==> config.mk <==
export PLATFORM = sky130hd
export DESIGN_NAME = mode3_exp_sum
export DESIGN_NICKNAME = d
export VERILOG_FILES = /design/src/rtl/attn_pkg.sv /design/src/rtl/exp_row_buffer.sv /design/src/rtl/mode3_exp_sum.sv
export SDC_FILE = /design/constraint.sdc
export NUM_CORES = 1
export LEC_CHECK = 0
export ABC_AREA = 1
export CAP_MARGIN = 10
export CELL_PAD_IN_SITES_DETAIL_PLACEMENT = 1
export CELL_PAD_IN_SITES_GLOBAL_PLACEMENT = 1
export CORE_MARGIN = 1
export CORE_UTILIZATION = 35
export DETAILED_ROUTE_END_ITERATION = 6
export PLACE_DENSITY = 0.7
export SYNTH_ARGS = -nofsm -noshare
export SYNTH_HDL_FRONTEND = slang
export SYNTH_SLANG_ARGS = --single-unit
==> constraint.sdc <==
create_clock -name clk -period 5.15 [get_ports clk]
set_input_delay 1.545 -clock clk [delete_from_list [all_inputs] [get_ports clk]]
set_output_delay 1.545 -clock clk [all_outputs]
set_load 0.03 [all_outputs]
==> src/rtl/attn_pkg.sv <==
// Shared defaults and types for the attention softmax datapath stages.
package attn_pkg;

  localparam int DATA_WIDTH = 16;
  localparam int NUM_LANES  = 4;
  localparam int ROW_WORDS  = 32;
  localparam int BEATS      = ROW_WORDS / NUM_LANES;
  localparam int ACC_WIDTH  = 24;

  typedef enum logic [0:0] {
    ACCUM = 1'b0,
    DRAIN = 1'b1
  } state_t;

  typedef logic [NUM_LANES-1:0][DATA_WIDTH-1:0] beat_t;

endpackage

==> src/rtl/exp_row_buffer.sv <==
// One softmax row of exponent beats: synchronous write, asynchronous read flop array.
module exp_row_buffer #(
  parameter int DEPTH = 8,
  parameter int WIDTH = 64,
  parameter int PTR_W = 3
) (
  input  logic             clk,
  input  logic             we,
  input  logic [PTR_W-1:0] wr_ptr,
  input  logic [WIDTH-1:0] wdata,
  input  logic [PTR_W-1:0] rd_ptr,
  output logic [WIDTH-1:0] rdata
);

  logic [WIDTH-1:0] mem_reg [DEPTH];

  always_ff @(posedge clk) begin
    if (we) begin
      mem_reg[wr_ptr] <= wdata;
    end
  end

  assign rdata = mem_reg[rd_ptr];

endmodule

==> src/rtl/mode3_exp_sum.sv <==
// Softmax row-sum stage: accumulates a row of exponents, then presents the sum
// and replays the buffered row to the normalise stage.
module mode3_exp_sum #(
  parameter int DATA_WIDTH = attn_pkg::DATA_WIDTH,
  parameter int NUM_LANES  = attn_pkg::NUM_LANES,
  parameter int ROW_WORDS  = attn_pkg::ROW_WORDS,
  parameter int ACC_WIDTH  = attn_pkg::ACC_WIDTH
) (
  input  logic                  clk,
  input  logic                  reset,
  input  logic                  in_valid,
  output logic                  in_ready,
  input  logic [DATA_WIDTH-1:0] inp0,
  input  logic [DATA_WIDTH-1:0] inp1,
  input  logic [DATA_WIDTH-1:0] inp2,
  input  logic [DATA_WIDTH-1:0] inp3,
  output logic                  sum_valid,
  output logic [ACC_WIDTH-1:0]  sum_out,
  output logic                  out_valid,
  input  logic                  out_ready,
  output logic [DATA_WIDTH-1:0] outp0,
  output logic [DATA_WIDTH-1:0] outp1,
  output logic [DATA_WIDTH-1:0] outp2,
  output logic [DATA_WIDTH-1:0] outp3,
  output logic                  out_last
);

  import attn_pkg::*;

  localparam int BEATS_ROW = ROW_WORDS / NUM_LANES;
  localparam int PTR_W     = (BEATS_ROW > 1) ? $clog2(BEATS_ROW) : 1;
  localparam int BEAT_W    = NUM_LANES * DATA_WIDTH;
  localparam logic [PTR_W-1:0] LAST_PTR = PTR_W'(BEATS_ROW - 1);

  // The accumulator must hold a full row of maximum lane values without wrapping.
  if (ACC_WIDTH < DATA_WIDTH + $clog2(ROW_WORDS)) begin : g_bad_acc_width
    $error("mode3_exp_sum: ACC_WIDTH too narrow for ROW_WORDS x DATA_WIDTH");
  end
  if ((ROW_WORDS % NUM_LANES) != 0) begin : g_bad_row_words
    $error("mode3_exp_sum: ROW_WORDS must be a multiple of NUM_LANES");
  end
  if (NUM_LANES != 4) begin : g_bad_lanes
    $error("mode3_exp_sum: NUM_LANES is fixed at 4");
  end

  state_t               state_reg, state_next;
  logic [ACC_WIDTH-1:0] acc_reg, acc_next;
  logic [ACC_WIDTH-1:0] sum_reg, sum_next;
  logic [PTR_W-1:0]     beat_cnt_reg, beat_cnt_next;
  logic [PTR_W-1:0]     rd_ptr_reg, rd_ptr_next;

  logic [NUM_LANES-1:0][DATA_WIDTH-1:0] in_lanes;
  logic [NUM_LANES-1:0][DATA_WIDTH-1:0] rd_lanes;
  logic [ACC_WIDTH-1:0] lane_sum [NUM_LANES+1];
  logic [ACC_WIDTH-1:0] beat_sum;
  logic                 accept;

  assign in_lanes = {inp3, inp2, inp1, inp0};

  assign lane_sum[0] = '0;
  for (genvar gi = 0; gi < NUM_LANES; gi++) begin : g_lane_add
    assign lane_sum[gi+1] = lane_sum[gi] + ACC_WIDTH'(in_lanes[gi]);
  end
  assign beat_sum = lane_sum[NUM_LANES];

  assign accept = in_valid && (state_reg == ACCUM);

  always_comb begin
    state_next    = state_reg;
    acc_next      = acc_reg;
    sum_next      = sum_reg;
    beat_cnt_next = beat_cnt_reg;
    rd_ptr_next   = rd_ptr_reg;
    case (state_reg)
      ACCUM: begin
        if (accept) begin
          if (beat_cnt_reg == LAST_PTR) begin
            sum_next      = acc_reg + beat_sum;
            acc_next      = '0;
            beat_cnt_next = '0;
            rd_ptr_next   = '0;
            state_next    = DRAIN;
          end else begin
            acc_next      = acc_reg + beat_sum;
            beat_cnt_next = beat_cnt_reg + 1'b1;
          end
        end
      end
      DRAIN: begin
        if (out_ready) begin
          if (rd_ptr_reg == LAST_PTR) begin
            rd_ptr_next = '0;
            state_next  = ACCUM;
          end else begin
            rd_ptr_next = rd_ptr_reg + 1'b1;
          end
        end
      end
      default: state_next = ACCUM;
    endcase
  end

  always_ff @(posedge clk) begin
    if (reset) begin
      state_reg    <= ACCUM;
      acc_reg      <= '0;
      sum_reg      <= '0;
      beat_cnt_reg <= '0;
      rd_ptr_reg   <= '0;
    end else begin
      state_reg    <= state_next;
      acc_reg      <= acc_next;
      sum_reg      <= sum_next;
      beat_cnt_reg <= beat_cnt_next;
      rd_ptr_reg   <= rd_ptr_next;
    end
  end

  exp_row_buffer #(
    .DEPTH (BEATS_ROW),
    .WIDTH (BEAT_W),
    .PTR_W (PTR_W)
  ) u_row_buffer (
    .clk    (clk),
    .we     (accept),
    .wr_ptr (beat_cnt_reg),
    .wdata  (in_lanes),
    .rd_ptr (rd_ptr_reg),
    .rdata  (rd_lanes)
  );

  // Handshake outputs come from state alone, never from same-cycle inputs.
  assign in_ready  = (state_reg == ACCUM);
  assign sum_valid = (state_reg == DRAIN);
  assign out_valid = (state_reg == DRAIN);
  assign out_last  = (state_reg == DRAIN) && (rd_ptr_reg == LAST_PTR);
  assign sum_out   = sum_reg;
  assign outp0     = rd_lanes[0];
  assign outp1     = rd_lanes[1];
  assign outp2     = rd_lanes[2];
  assign outp3     = rd_lanes[3];

endmodule

* Word level (Yosys, flattened, before mapping)
Memory sizes are Yosys's and may differ from the RTL's. A register that Yosys moved wholly into a read port is not among the register bits.
Index checks and enable logic that the tools add are counted.
** Storage, ports and cells
- Input port bits :: 68
- Flip-flop bits (word level) :: 55
- Memories kept :: 1
- Bits in writable memories :: 512
- Output and inout bits :: 92
- Logic and storage cells :: 39
** Memory list
- u_row_buffer.mem_reg :: depth 8, width 64, read ports 1, clocked after Yosys merged registers in 1, wr ports 1, RTL line exp_row_buffer.sv:15 : logic [WIDTH-1:0] mem_reg [DEPTH];
** Cells by class
- Eq/ne operators :: 5
- Bitwise gates (word level) :: 1
- Multiplexer cells :: 16
- Add/sub/neg operators :: 6
- Reduce and logical (&&, ||, !) cells :: 5
** Operators with widths (number)
- adder 24 x 19 -> 24 bit :: 1
- 2-to-1 mux 24 bit :: 1
- 2-to-1 mux 3 bit :: 7
- adder 18 x 16 -> 19 bit :: 1
- adder 17 x 16 -> 18 bit :: 1
- adder 16 x 16 -> 17 bit :: 1
- adder 3 x 1 -> 3 bit (second input constant) :: 2
- == test 3 bit (second input constant) :: 2
- 2-to-1 mux 1 bit :: 6
- one-hot mux 3 bit (2 select lines) :: 1
- AND reduction 3 bit :: 2
- inequality test 2 x 1 -> 1 bit (second input constant) :: 2
- logical AND 1 bit :: 2
- inequality test 2 bit (second input constant) :: 1
- one-hot mux 1 bit (2 select lines) :: 1
- AND reduction 2 bit :: 1
- NOT 1 bit :: 1

* Longest topological paths before layout
Gate-level depths: netlist of the first run.
- Depth in word-level cells :: 6
- Depth in mapped cells :: 21
- Depth with buffers taken out :: 21

* Modules after synthesis
A second synthesis of the first run with hierarchy kept.
** Second synthesis, totals
- Cells, all modules :: 2997
- Area total of the unflattened synthesis :: 27531.4 um2
** Modules (own cells, without submodules)
- exp_row_buffer :: cells each 2230, area each 22376.5 um2, sequential area each 15374.7 um2, instances 1
- mode3_exp_sum :: cells each 767, area each 5154.9 um2, sequential area each 1101.1 um2, instances 1

* Worst setup path before layout of the first run
Ideal clock, no wire load.
- Path type :: input to register
- From :: in in_valid
- To :: mem u_row_buffer.mem_reg[1][0], enable pin
- Stages on the path :: 5
- Path buffers :: 1
- Setup slack :: 0.028 ns
- Library setup time :: 0.486 ns
- Required time :: 4.664 ns
- Arrival time :: 4.636 ns
- Cell sequence :: nand2_1 > buf_2 > nor2_1 > inv_1 > nor2_1
** Between the ends
- Longest elaborated chain between the ends :: 3
** Ends and longest elaborated chain
- start: declaration :: RTL line mode3_exp_sum.sv:11 : input logic in_valid,
- logical AND 1 bit :: RTL line mode3_exp_sum.sv:66 : assign accept = in_valid && (state_reg == ACCUM);
- 2-to-1 mux 1 bit :: RTL line exp_row_buffer.sv:18 : if (we) begin
- 2-to-1 mux 1 bit (not written as such) :: RTL line exp_row_buffer.sv:19 : mem_reg[wr_ptr] <= wdata;
- end: declaration :: RTL line exp_row_buffer.sv:15
Every way passes these cells.

==> results_tabular.tex, run 1 <==
\begin{tabular}{lr}
\hline
Metric & Value \\
\hline
\multicolumn{2}{l}{\textbf{Cells and area}} \\
P\&R area growth vs syn & 21.7\% \\
Count of inserted antenna diode cells & 0 \\
Fraction of final layout cells sized beyond drive strength 1 & around 10\% \\
Count of placed standard cells in the final layout, fillers left out & 3,446 \\
Number of flip-flops in the largest register & 512 \\
Fin nets & 2,598 \\
Filler Cells Inserted & roughly 7.6k \\
Final design utilization & $\sim$43\% \\
\multicolumn{2}{l}{\textbf{Routing}} \\
Post-DR wirelength/cell & roughly 21 um \\
Antenna violation net count after detailed routing & 0 \\
Number of detailed-route iterations in the first pass & 5 \\
Vias per Instance & between 5 and 6 \\
Detailed-route via count & roughly 17k \\
DRT iter0 DRCs & about 1.3k \\
Final routed DRC violation total & 0 \\
Final Routed Wirelength & around 74,000 um \\
\multicolumn{2}{l}{\textbf{Floorplanning}} \\
Core Rows & 97 \\
Vertical extent of the die & around 270 um \\
Die outline area & 72,100 um\^{}2 \\
Die boundary width & roughly 270 um \\
Initial Util & about 35\% \\
Ports & 160 \\
Floorplan Core Area & roughly 70,000 um\^{}2 \\
\multicolumn{2}{l}{\textbf{Synth}} \\
Simple-gate portion of the synthesized area & 11.9\% \\
Net count of the mapped netlist & roughly 2.4k \\
Synth area leader & sky130\_fd\_sc\_hd\_\_edfxtp\_1 \\
Adder-cell area share of the yosys netlist & under 10\% \\
Number of instances in the synthesized netlist & roughly 2.2k \\
Fraction of the mapped netlist area in compound gates & just over 10\% \\
Number of warnings issued by yosys & 0 \\
Cell area after synthesis & about 25,000 um\^{}2 \\
Distinct cell type count after synthesis & 35 \\
Proportion of synthesized area in mux cells & 0\% \\
Area share of the largest cell type after synthesis & a little over 60\% \\
Synthesized-area fraction occupied by xor and xnor cells & less than 1\% \\
Flop and latch count out of synthesis & between 500 and 600 \\
Register area share after synthesis & 66.5\% \\
Post-Syn Area per Cell & between 10 and 15 um\^{}2 \\
Largest family of logic cells by synthesized area & simple AND/OR/NAND/NOR gates \\
Top cells by area in the synthesized netlist & sky130\_fd\_sc\_hd\_\_edfxtp\_1, sky130\_fd\_sc\_hd\_\_nor2\_1, sky130\_fd\_sc\_hd\_\_o21ai\_0, sky130\_fd\_sc\_hd\_\_dfxtp\_1, sky130\_fd\_sc\_hd\_\_fa\_1 \\
\multicolumn{2}{l}{\textbf{Clock network}} \\
Clock latency reported for the late side of the worst-skew pair & approximately 620 ps \\
Total clock buffers created by CTS & 58 \\
Buffers from clock root to sink, at most & 3 \\
Number of buffers inserted by hold repair at cts & 0 \\
Clock H-tree levels & 2 \\
TritonCTS Sinks & 570 \\
Clk slew on worst S/H paths & 60 ps \\
Clock tree from TritonCTS & yes \\
Library cell used as clock root buffer & sky130\_fd\_sc\_hd\_\_clkbuf\_16 \\
\multicolumn{2}{l}{\textbf{Global routing}} \\
Number of antenna violations at the first check in global routing & 5 \\
Overflow left after global routing & 0 \\
Vias in the first global route & between 15k and 20k \\
Wire length of the first global-routing pass & $\sim$110,000 um \\
Global router's overall resource usage & about 20\% \\
Pin count of the biggest net entering global routing & around 130 \\
\multicolumn{2}{l}{\textbf{Place}} \\
Number of placed instances with taps included & around 3.3k \\
Hpwl dp & approximately 47,000 um \\
Routability-driven placement congestion ratio & approximately 0.85 \\
Number of port buffers & $\sim$160 \\
\multicolumn{2}{l}{\textbf{Timing}} \\
Fin crit share & between 90 and 100\% \\
Worst hold slack across all endpoints & between 400 and 500 ps \\
Unrepaired setup endpoints after global routing & no \\
Final slew viol count & 0 \\
Final hold violation count & 0 \\
Max Clock Freq & approximately 0.2 GHz \\
Worst slew margin & between 40 and 50\% \\
Final clock skew & approximately 16 ps \\
Final min period & $\sim$5000 ps \\
Actual transition at the worst max-transition pin & 812 ps \\
Final setup violation count & 0 \\
\multicolumn{2}{l}{\textbf{Run status}} \\
Outcome & finished, final reports clean \\
\multicolumn{2}{l}{\textbf{Power}} \\
Static leakage power & approximately 0.011 uW \\
Post-route total power & between 10,000 and 15,000 uW \\
Pwr Density & slightly above 400 nW/um\^{}2 \\
Largest voltage drop on the vdd net & roughly 240 uV \\
\multicolumn{2}{l}{\textbf{Worst setup path}} \\
Required time of the critical path & 3610 ps \\
Startpoint kind of the worst setup timing path & flop \\
WS Path Type & reg -> out \\
Cells along the critical path & buf\_12 -> o21ai\_0 -> o22ai\_1 -> nor2\_1 -> a31oi\_1 -> clkdlybuf4s50\_1 \\
CP max FO & $\sim$130 \\
Slowest cell on crit path & sky130\_fd\_sc\_hd\_\_clkdlybuf4s50\_1 \\
Largest stage delay on the critical path & 810 ps \\
Crit. End Element & output port \\
Data arrival time of the worst path & between 3000 and 4000 ps \\
\multicolumn{2}{l}{\textbf{Flow run}} \\
Number of max-cap violations & 0 \\
\multicolumn{2}{l}{\textbf{Worst hold path}} \\
Type of the most critical hold path & reg -> reg \\
\hline
\end{tabular}
[what timing repair did]
action	CTS	global route
buffers inserted	0	0
resized for setup	1	23
setup endpoints to repair	1	34
pin swaps	0	2
[layout by cell type, fill, tap and decap left out, types with 3 or more instances in the layout]
cell                                n
sky130_fd_sc_hd__o22ai_1           64
sky130_fd_sc_hd__o21ai_0          272
sky130_fd_sc_hd__nor2_2            15
sky130_fd_sc_hd__o21bai_1           6
sky130_fd_sc_hd__xor2_1             7
sky130_fd_sc_hd__nor2_1           472
sky130_fd_sc_hd__inv_1            236
sky130_fd_sc_hd__clkinvlp_2         3
sky130_fd_sc_hd__dlymetal6s2s_1    10
sky130_fd_sc_hd__clkinv_1          12
sky130_fd_sc_hd__nand3b_1           4
sky130_fd_sc_hd__clkbuf_1           9
sky130_fd_sc_hd__nand3_1           36
sky130_fd_sc_hd__nand2_1          209
sky130_fd_sc_hd__edfxtp_1         512
sky130_fd_sc_hd__a21oi_1           42
sky130_fd_sc_hd__clkbuf_16         59
sky130_fd_sc_hd__buf_4            102
sky130_fd_sc_hd__a31oi_1           64
sky130_fd_sc_hd__inv_2              4
sky130_fd_sc_hd__bufinv_16          8
sky130_fd_sc_hd__buf_12            16
sky130_fd_sc_hd__nor2_4             8
sky130_fd_sc_hd__nand4_1            5
sky130_fd_sc_hd__inv_6              3
sky130_fd_sc_hd__a21o_1             3
sky130_fd_sc_hd__dfxtp_1           56
sky130_fd_sc_hd__o21a_1             9
sky130_fd_sc_hd__fa_1              46
sky130_fd_sc_hd__clkinv_2          12
sky130_fd_sc_hd__clkdlybuf4s50_1  149
sky130_fd_sc_hd__ha_1              26
sky130_fd_sc_hd__buf_6              3
[cells in the mapped netlist]
master,number
sky130_fd_sc_hd__a31oi_1,64
sky130_fd_sc_hd__nand2_1,209
sky130_fd_sc_hd__buf_8,1
sky130_fd_sc_hd__o21a_1,9
sky130_fd_sc_hd__clkinv_1,1
sky130_fd_sc_hd__nor2_1,485
sky130_fd_sc_hd__or2_2,2
sky130_fd_sc_hd__nor2_2,10
sky130_fd_sc_hd__buf_2,31
sky130_fd_sc_hd__ha_1,27
sky130_fd_sc_hd__o22ai_1,64
sky130_fd_sc_hd__dfxtp_1,58
sky130_fd_sc_hd__buf_6,5
sky130_fd_sc_hd__clkbuf_1,54
sky130_fd_sc_hd__nand4_1,5
sky130_fd_sc_hd__o21bai_1,6
sky130_fd_sc_hd__o211ai_1,1
sky130_fd_sc_hd__fa_1,47
sky130_fd_sc_hd__nor3_1,3
sky130_fd_sc_hd__buf_4,12
sky130_fd_sc_hd__o21ai_0,272
sky130_fd_sc_hd__and2_1,2
sky130_fd_sc_hd__buf_12,1
sky130_fd_sc_hd__nand3_1,37
sky130_fd_sc_hd__xor2_1,7
sky130_fd_sc_hd__inv_2,3
sky130_fd_sc_hd__buf_1,9
sky130_fd_sc_hd__clkbuf_2,1
sky130_fd_sc_hd__o21ai_1,2
sky130_fd_sc_hd__a21o_1,3
sky130_fd_sc_hd__edfxtp_1,512
sky130_fd_sc_hd__o211a_1,1
sky130_fd_sc_hd__nand3b_1,4
sky130_fd_sc_hd__inv_1,240
sky130_fd_sc_hd__a21oi_1,42
[routing by layer]
layer / track usage (%) / wire length, um
met3: 4.00 / 4060
met2: 34.4 / 35700
met5: 0 / 54
met4: 6.59 / 2140
met1: 26.0 / 31600
[area by class of cell]
cell class / instances / area (um^2) / share of cell area (%)
inverters: 244 / 928 / 3.07
flip-flops and latches: 570 / 16500 / 54.7
repair buffers: 280 / 2740 / 9.05
clock inverters: 42 / 439 / 1.45
clock buffers: 68 / 1510 / 4.99
well taps: 940 / 1180 / 3.89
multi-input cells: 1302 / 6920 / 22.9
[worst paths after layout]
check	cells past startpoint	slack (ps)	from	endpoint
worst max register to register	16	2500	acc_reg[1]	sum_out[15]
worst min-delay path	2	470	acc_reg[16]	acc_reg[16]
worst max-delay path	6	150	flop	outp3[7]
worst min register to register	2	470	acc_reg[16]	acc_reg[16]
[critical path, delay by kind of cell, from the launching register on]
kind,cells,cell delay [ps]
DFF,1,380
AOI/OAI and AO/OA,3,1000
and+or+nand+nor,1,60
buffers and inverters,2,1310
[cell families after synthesis]
family	after synthesis
and+or+nand+nor	757
DFF	570
AOI/OAI and AO/OA	464
buffers and inverters	358
adders and majority gates	74
xor gates and xnor gates	7
[metrics by stage]
| step | TNS (ps) | setup slack [ps] | cell area (um^2) |
|---|---|---|---|
| finish | 0 | 154 | 30300 |
| global route | 0 | 5.08 | 30300 |
| CTS | 0 | 45.1 | 30200 |
| detailed placement | -17690 | -541 | 28200 |
| global placement | -15010 | -493 | 28200 |
| floorplan | 0 | 28.4 | 24900 |
[power by group]
group | leakage (uW) | internal, uW | switching [uW]
Clock | 0.000947 | 2500 | 1810
Sequential | 0.00512 | 5210 | 60.0
Combinational | 0.00539 | 1160 | 1760
(Power assumes the default switching activity.)
==> inputs of run 2 (changes only) <==
--- a/config.mk
+++ b/config.mk
@@ -14,4 +14,5 @@
 export DETAILED_ROUTE_END_ITERATION = 6
 export PLACE_DENSITY = 0.7
+export SLEW_MARGIN = 15
 export SYNTH_ARGS = -nofsm -noshare
 export SYNTH_HDL_FRONTEND = slang
==> constraint.sdc (replaced) <==
create_clock -name clk -period 5.15 [get_ports clk]
set_input_delay 1.03 -clock clk [delete_from_list [all_inputs] [get_ports clk]]
set_output_delay 1.03 -clock clk [all_outputs]
set_load 0.03 [all_outputs]
==> results_tabular.tex, run 2 (synthesized netlist as in run 1, its figures left out) <==
\begin{tabular}{lr}
\hline
Metric & Value \\
\hline
\multicolumn{2}{l}{\textbf{Power}} \\
Fraction of power spent switching nets & 29.6\% \\
Share of total power in the clock network & 34.3\% \\
Pwr Density & 401 nW/um\^{}2 \\
Static leakage power & roughly 0.011 uW \\
Largest voltage drop on the vdd net & roughly 250 uV \\
Net Switching & $\sim$3500 uW \\
Combinational cell fraction of total power & 21.5\% \\
Post-route total power & between 10,000 and 15,000 uW \\
Power Internal & 8390 uW \\
Proportion of power drawn by flip-flops and latches & between 40\% and 50\% \\
\multicolumn{2}{l}{\textbf{Timing}} \\
Actual transition at the worst max-transition pin & 980 ps \\
Final slew viol count & 0 \\
Max Clock Freq & $\sim$0.21 GHz \\
Worst slew margin & 34.6\% \\
Final clock skew & between 10 and 15 ps \\
Unrepaired setup endpoints after global routing & no \\
Final min period & approximately 4700 ps \\
Final hold violation count & 0 \\
Fin crit share & 91.1\% \\
Final sum of negative setup slack & 0 ps \\
Final setup violation count & 0 \\
\multicolumn{2}{l}{\textbf{Clock network}} \\
Number of instances resized during post-cts repair & 0 \\
Clock H-tree levels & 2 \\
Library cell used as clock root buffer & sky130\_fd\_sc\_hd\_\_clkbuf\_16 \\
Clock latency reported for the late side of the worst-skew pair & roughly 630 ps \\
Clock tree from TritonCTS & yes \\
Setup bufs post-CTS & 0 \\
Buffers from clock root to sink, at most & 3 \\
TritonCTS Sinks & between 500 and 600 \\
Clk slew on worst S/H paths & 60 ps \\
Total clock buffers created by CTS & 59 \\
Number of buffers inserted by hold repair at cts & 0 \\
\multicolumn{2}{l}{\textbf{Place}} \\
Number of port buffers & between 150 and 200 \\
Routability-driven placement congestion ratio & around 0.84 \\
Hpwl dp & between 40,000 and 50,000 um \\
\multicolumn{2}{l}{\textbf{Worst hold path}} \\
Hold endpoint & acc\_reg[4] \\
Type of the most critical hold path & reg -> reg \\
Hold Path Stages & 2 \\
Hold path startpoint & acc\_reg[4] \\
\multicolumn{2}{l}{\textbf{Worst setup path}} \\
Largest stage delay on the critical path & just over 800 ps \\
Setup slack on the worst flop-to-flop path & 2410 ps \\
Number of cells on the worst reg-to-reg path & 15 \\
Startpoint of the most critical register-to-register path & acc\_reg[7] \\
CP max FO & around 110 \\
Startpoint kind of the worst setup timing path & flop \\
Buffers plus inverters on the worst setup path & 3 \\
Critical register-to-register path endpoint & sum\_out[18] \\
WS Path Type & reg -> out \\
Slowest cell on crit path & sky130\_fd\_sc\_hd\_\_clkdlybuf4s50\_1 \\
Crit. End Element & output port \\
Cells along the critical path & inv\_6 -> buf\_4 -> o21ai\_0 -> o22ai\_1 -> nor2\_1 -> a31oi\_1 -> clkdlybuf4s50\_1 \\
Required time of the critical path & a little over 4000 ps \\
Kind of cell adding the most delay to the critical path & buffers and inverters \\
Data arrival time of the worst path & 3660 ps \\
\multicolumn{2}{l}{\textbf{Global routing}} \\
Global router's overall resource usage & 20.2\% \\
Pin count of the biggest net entering global routing & 129 \\
Vias in the first global route & around 18k \\
Overflow left after global routing & 0 \\
Wire length of the first global-routing pass & roughly 110,000 um \\
Number of antenna violations at the first check in global routing & 8 \\
\multicolumn{2}{l}{\textbf{Floorplanning}} \\
Floorplan Core Area & about 70,000 um\^{}2 \\
Die boundary width & about 270 um \\
Die outline area & around 70,000 um\^{}2 \\
Vertical extent of the die & about 270 um \\
Initial Util & approximately 35\% \\
Core Rows & 97 \\
Ports & 160 \\
\multicolumn{2}{l}{\textbf{Cells and area}} \\
Filler Cells Inserted & 7,639 \\
Commonest non-fill, non-tap cell in the layout & sky130\_fd\_sc\_hd\_\_edfxtp\_1 \\
Commonest cells after routing, fill and taps aside & sky130\_fd\_sc\_hd\_\_edfxtp\_1, sky130\_fd\_sc\_hd\_\_nor2\_1, sky130\_fd\_sc\_hd\_\_o21ai\_0, sky130\_fd\_sc\_hd\_\_inv\_1, sky130\_fd\_sc\_hd\_\_nand2\_1 \\
Fin nets & roughly 2.6k \\
P\&R area growth vs syn & 19.5\% \\
Fraction of final layout cells sized beyond drive strength 1 & roughly 7.6\% \\
Number of flip-flops in the largest register & 512 \\
\multicolumn{2}{l}{\textbf{Routing}} \\
Detailed-route via count & approximately 17k \\
Final Routed Wirelength & between 70,000 and 80,000 um \\
Antenna violation net count after detailed routing & 0 \\
Vias per Instance & just over 5 \\
DRT iter0 DRCs & around 1.2k \\
Final routed DRC violation total & 0 \\
Post-DR wirelength/cell & approximately 21 um \\
Number of detailed-route iterations in the first pass & 5 \\
\multicolumn{2}{l}{\textbf{Flow run}} \\
Number of max-cap violations & 0 \\
\multicolumn{2}{l}{\textbf{Run status}} \\
Outcome & finished, final reports clean \\
\hline
\end{tabular}
-- run 2: worst register-to-register path, delay by kind of cell, from the launching register on --
family,cells,cell delay [ps]
adders and majority gates,2,940
buffers and inverters,3,190
DFF,1,390
and+or+nand+nor,10,1120
-- run 2: how the worst max path moves through the flow --
| stage | start | end | slack [ps] | cells after the start |
|---|---|---|---|---|
| after floorplan | in_valid | u_row_buffer.mem_reg[1][0] | 540 | 5 |
| after global placement | inp1[7] | sum_out[18] | 20 | 20 |
| after detailed placement | inp0[8] | sum_out[18] | -50 | 20 |
| after CTS | flop | outp1[8] | 410 | 7 |
| after global routing | flop | outp1[8] | 190 | 7 |
| final | flop | outp3[9] | 460 | 7 |
-- run 2: routing by layer --
metal,track usage (%),wire length [um]
met4,6.46,2070
met2,33.8,35000
met3,4.15,4500
met1,26.3,31100
met5,0,65
-- run 2: stage by stage --
step                hold slack [ps]  setup WS, ps  instances  util, %  instance area, um^2
finish                          467           459       3403     42.3                29700
floorplan                       444           543       2230        -                24900
global route                    496           194       3403     42.3                29700
CTS                             469           409       3402     42.3                29700
global placement                457          15.5       3292     39.7                27900
detailed placement              460         -48.2       3292     39.7                27900
-- run 2: power by group through the flow --
| stage | Sequential, uW | Combinational (uW) | Clock, uW |
|---|---|---|---|
| 3_5_place_dp | 5370 | 2550 | 0 |
| 2_1_floorplan | 5360 | 1510 | 0 |
| 3_3_place_gp | 5360 | 2480 | 0 |
| 4_1_cts | 5270 | 2580 | 4160 |
| 5_1_grt | 5280 | 2870 | 4320 |
| 6_report | 5270 | 2560 | 4080 |
-- run 2: cell type report --
class                           count  area [um^2]  share of cell area [%]
Antenna cell                        1         2.50                 0.00842
Clock buffer                       73         1540                    5.18
Clock inverter                     37          297                   0.998
Inverter                          244          926                    3.12
Multi-Input combinational cell   1302         6890                    23.2
Sequential cell                   570        16500                    55.7
Tap cell                          940         1180                    3.96
Timing Repair Buffer              236         2330                    7.85
==> inputs of run 3 (changes only) <==
ABC_CLOCK_PERIOD_IN_PS = 5150   (was default)
GPL_TIMING_DRIVEN = 0   (was default)
REMOVE_ABC_BUFFERS = 1   (was default)
==> results_tabular.tex, run 3 (synthesized netlist as in run 1, its figures left out) <==
\begin{tabular}{lr}
\hline
Metric & Value \\
\hline
\multicolumn{2}{l}{\textbf{Timing}} \\
Max Clock Freq & $\sim$0.21 GHz \\
Final slew viol count & 0 \\
Final setup violation count & 0 \\
Final worst setup slack & 388 ps \\
Final clock skew & 34.4 ps \\
Worst hold slack across all endpoints & between 400 and 500 ps \\
Unrepaired setup endpoints after global routing & no \\
Worst slew margin & between 30\% and 40\% \\
Actual transition at the worst max-transition pin & approximately 1000 ps \\
Fin crit share & between 90\% and 100\% \\
Final hold violation count & 0 \\
Final min period & 4760 ps \\
\multicolumn{2}{l}{\textbf{Power}} \\
Net Switching & 3320 uW \\
Power Internal & about 8400 uW \\
Fraction of power spent switching nets & 28.2\% \\
Share of total power in the clock network & a little over a third \\
Combinational cell fraction of total power & between 10\% and 20\% \\
Largest voltage drop on the vdd net & around 270 uV \\
Static leakage power & roughly 0.011 uW \\
Proportion of power drawn by flip-flops and latches & between 40\% and 50\% \\
Pwr Density & $\sim$400 nW/um\^{}2 \\
\multicolumn{2}{l}{\textbf{Floorplanning}} \\
Core Rows & 97 \\
Die boundary width & around 270 um \\
Ports & 160 \\
Initial Util & between 30\% and 40\% \\
Floorplan Core Area & roughly 70,000 um\^{}2 \\
Die outline area & 72,100 um\^{}2 \\
Vertical extent of the die & around 270 um \\
\multicolumn{2}{l}{\textbf{Cells and area}} \\
P\&R area growth vs syn & 20.6\% \\
Commonest cells after routing, fill and taps aside & sky130\_fd\_sc\_hd\_\_edfxtp\_1, sky130\_fd\_sc\_hd\_\_nor2\_1, sky130\_fd\_sc\_hd\_\_o21ai\_0, sky130\_fd\_sc\_hd\_\_inv\_1, sky130\_fd\_sc\_hd\_\_nand2\_1 \\
Commonest non-fill, non-tap cell in the layout & sky130\_fd\_sc\_hd\_\_edfxtp\_1 \\
Count of placed standard cells in the final layout, fillers left out & $\sim$3.4k \\
Final design utilization & between 40 and 50\% \\
Fraction of final layout cells sized beyond drive strength 1 & 6.40\% \\
Number of flip-flops in the largest register & $\sim$510 \\
Fin nets & around 2.5k \\
\multicolumn{2}{l}{\textbf{Routing}} \\
Final Routed Wirelength & a little under 70,000 um \\
Antenna violation net count after detailed routing & 0 \\
DRT iter0 DRCs & $\sim$1.0k \\
Detailed-route via count & between 15k and 20k \\
Detailed-routed wire length on met2 & $\sim$34,000 um \\
Detailed-routed wire length on met3 & between 2000 and 3000 um \\
Detailed-routing wirelength on met1 & about 30,000 um \\
Final routed DRC violation total & 0 \\
Post-DR wirelength/cell & around 20 um \\
Vias per Instance & roughly 5.0 \\
Highest metal layer used by the detailed router & met4 \\
Number of detailed-route iterations in the first pass & 5 \\
\multicolumn{2}{l}{\textbf{Clock network}} \\
TritonCTS Sinks & between 500 and 600 \\
Setup bufs post-CTS & 0 \\
Library cell used as clock root buffer & sky130\_fd\_sc\_hd\_\_clkbuf\_16 \\
Clk slew on worst S/H paths & approximately 60 ps \\
Clock tree from TritonCTS & yes \\
Total clock buffers created by CTS & 59 \\
Buffers from clock root to sink, at most & 3 \\
Clock latency reported for the late side of the worst-skew pair & about 620 ps \\
Clock H-tree levels & 2 \\
\multicolumn{2}{l}{\textbf{Worst setup path}} \\
Number of cells on the critical path & 9 \\
Slowest cell on crit path & sky130\_fd\_sc\_hd\_\_clkdlybuf4s50\_1 \\
Crit. End Element & output port \\
Data arrival time of the worst path & around 3700 ps \\
Buffers plus inverters on the worst setup path & 5 \\
Largest stage delay on the critical path & about 700 ps \\
Kind of cell adding the most delay to the critical path & buffers and inverters \\
WS Path Type & reg -> out \\
Cells along the critical path & buf\_16 -> buf\_12 -> inv\_12 -> bufbuf\_16 -> o21ai\_0 -> o22ai\_1 -> nor2\_1 -> a31oi\_1 -> clkdlybuf4s50\_1 \\
Startpoint kind of the worst setup timing path & flop \\
Required time of the critical path & 4120 ps \\
Number of cells on the worst reg-to-reg path & 7 \\
CP max FO & 118 \\
\multicolumn{2}{l}{\textbf{Flow run}} \\
Number of max-cap violations & 0 \\
\multicolumn{2}{l}{\textbf{Worst hold path}} \\
Type of the most critical hold path & reg -> reg \\
Hold Path Stages & 2 \\
\multicolumn{2}{l}{\textbf{Place}} \\
Hpwl dp & approximately 43,000 um \\
Number of port buffers & 159 \\
Number of placed instances with taps included & roughly 3.3k \\
Routability-driven placement congestion ratio & roughly 0.82 \\
Post-place setup slack & -142 ps \\
\multicolumn{2}{l}{\textbf{Run status}} \\
Outcome & finished, final reports clean \\
\multicolumn{2}{l}{\textbf{Global routing}} \\
Overflow left after global routing & 0 \\
Global router's overall resource usage & roughly a fifth \\
Pin count of the biggest net entering global routing & 119 \\
Number of antenna violations at the first check in global routing & 1 \\
Vias in the first global route & approximately 18k \\
Wire length of the first global-routing pass & $\sim$100,000 um \\
\hline
\end{tabular}
run 3: timing repair:
item | in CTS | in global routing
resized for setup | 1 | 0
setup endpoints to repair | 7 | 0
hold buffers | 0 | 0
run 3: path summary, 6_finish.rpt:
path / from / to / slack, ps
max: flop / outp2[11] / 390
min: acc_reg[7] / acc_reg[7] / 470
max reg2reg: out_valid / u_row_buffer.mem_reg[1][61] / 2270
min reg2reg: acc_reg[7] / acc_reg[7] / 470
run 3: area by class of cell:
cell class,instances,area (um^2)
diodes,1,2.50
clock buffers,81,1670
clock inverters,29,262
fillers,7562,40200
inverters,244,941
multi-input cells,1302,6910
flip-flops and latches,570,16500
well taps,940,1180
repair buffers,196,2480
run 3: power by group through the flow:
stage / clock, uW / sequential [uW] / combinational [uW]
finish: 4250 / 5260 / 2260
global route: 4500 / 5270 / 2600
CTS: 4350 / 5260 / 2300
detailed placement: 0 / 5360 / 2280
global placement: 0 / 5370 / 2170
floorplan: 0 / 5360 / 1500
run 3: through the flow:
| stage | setup TNS, ps | power, uW | cell area, um^2 |
|---|---|---|---|
| 2_1_floorplan | -275760 | 6860 | 24300 |
| 3_3_place_gp | -2668570 | 7550 | 27000 |
| 3_5_place_dp | -1160 | 7630 | 28000 |
| 4_1_cts | 0 | 11900 | 30000 |
| 5_1_grt | 0 | 12400 | 30000 |
| 6_report | 0 | 11800 | 30000 |
run 3: per-layer routing:
layer / GRT usage (%) / vias to the layer above
met5: 0 / -
met4: 5.45 / 0
met3: 2.88 / 92
met2: 32.9 / 273
met1: 24.2 / 8540
li1: - / 7903
run 3: worst reg2reg max path, stage by stage (launching register included):
cell	delay [ps]
sky130_fd_sc_hd__dfxtp_1	380
sky130_fd_sc_hd__inv_2	140
sky130_fd_sc_hd__nand2_2	450
sky130_fd_sc_hd__nor2_1	250
sky130_fd_sc_hd__inv_1	210
sky130_fd_sc_hd__nor2_4	610
sky130_fd_sc_hd__buf_12	280
sky130_fd_sc_hd__buf_12	230
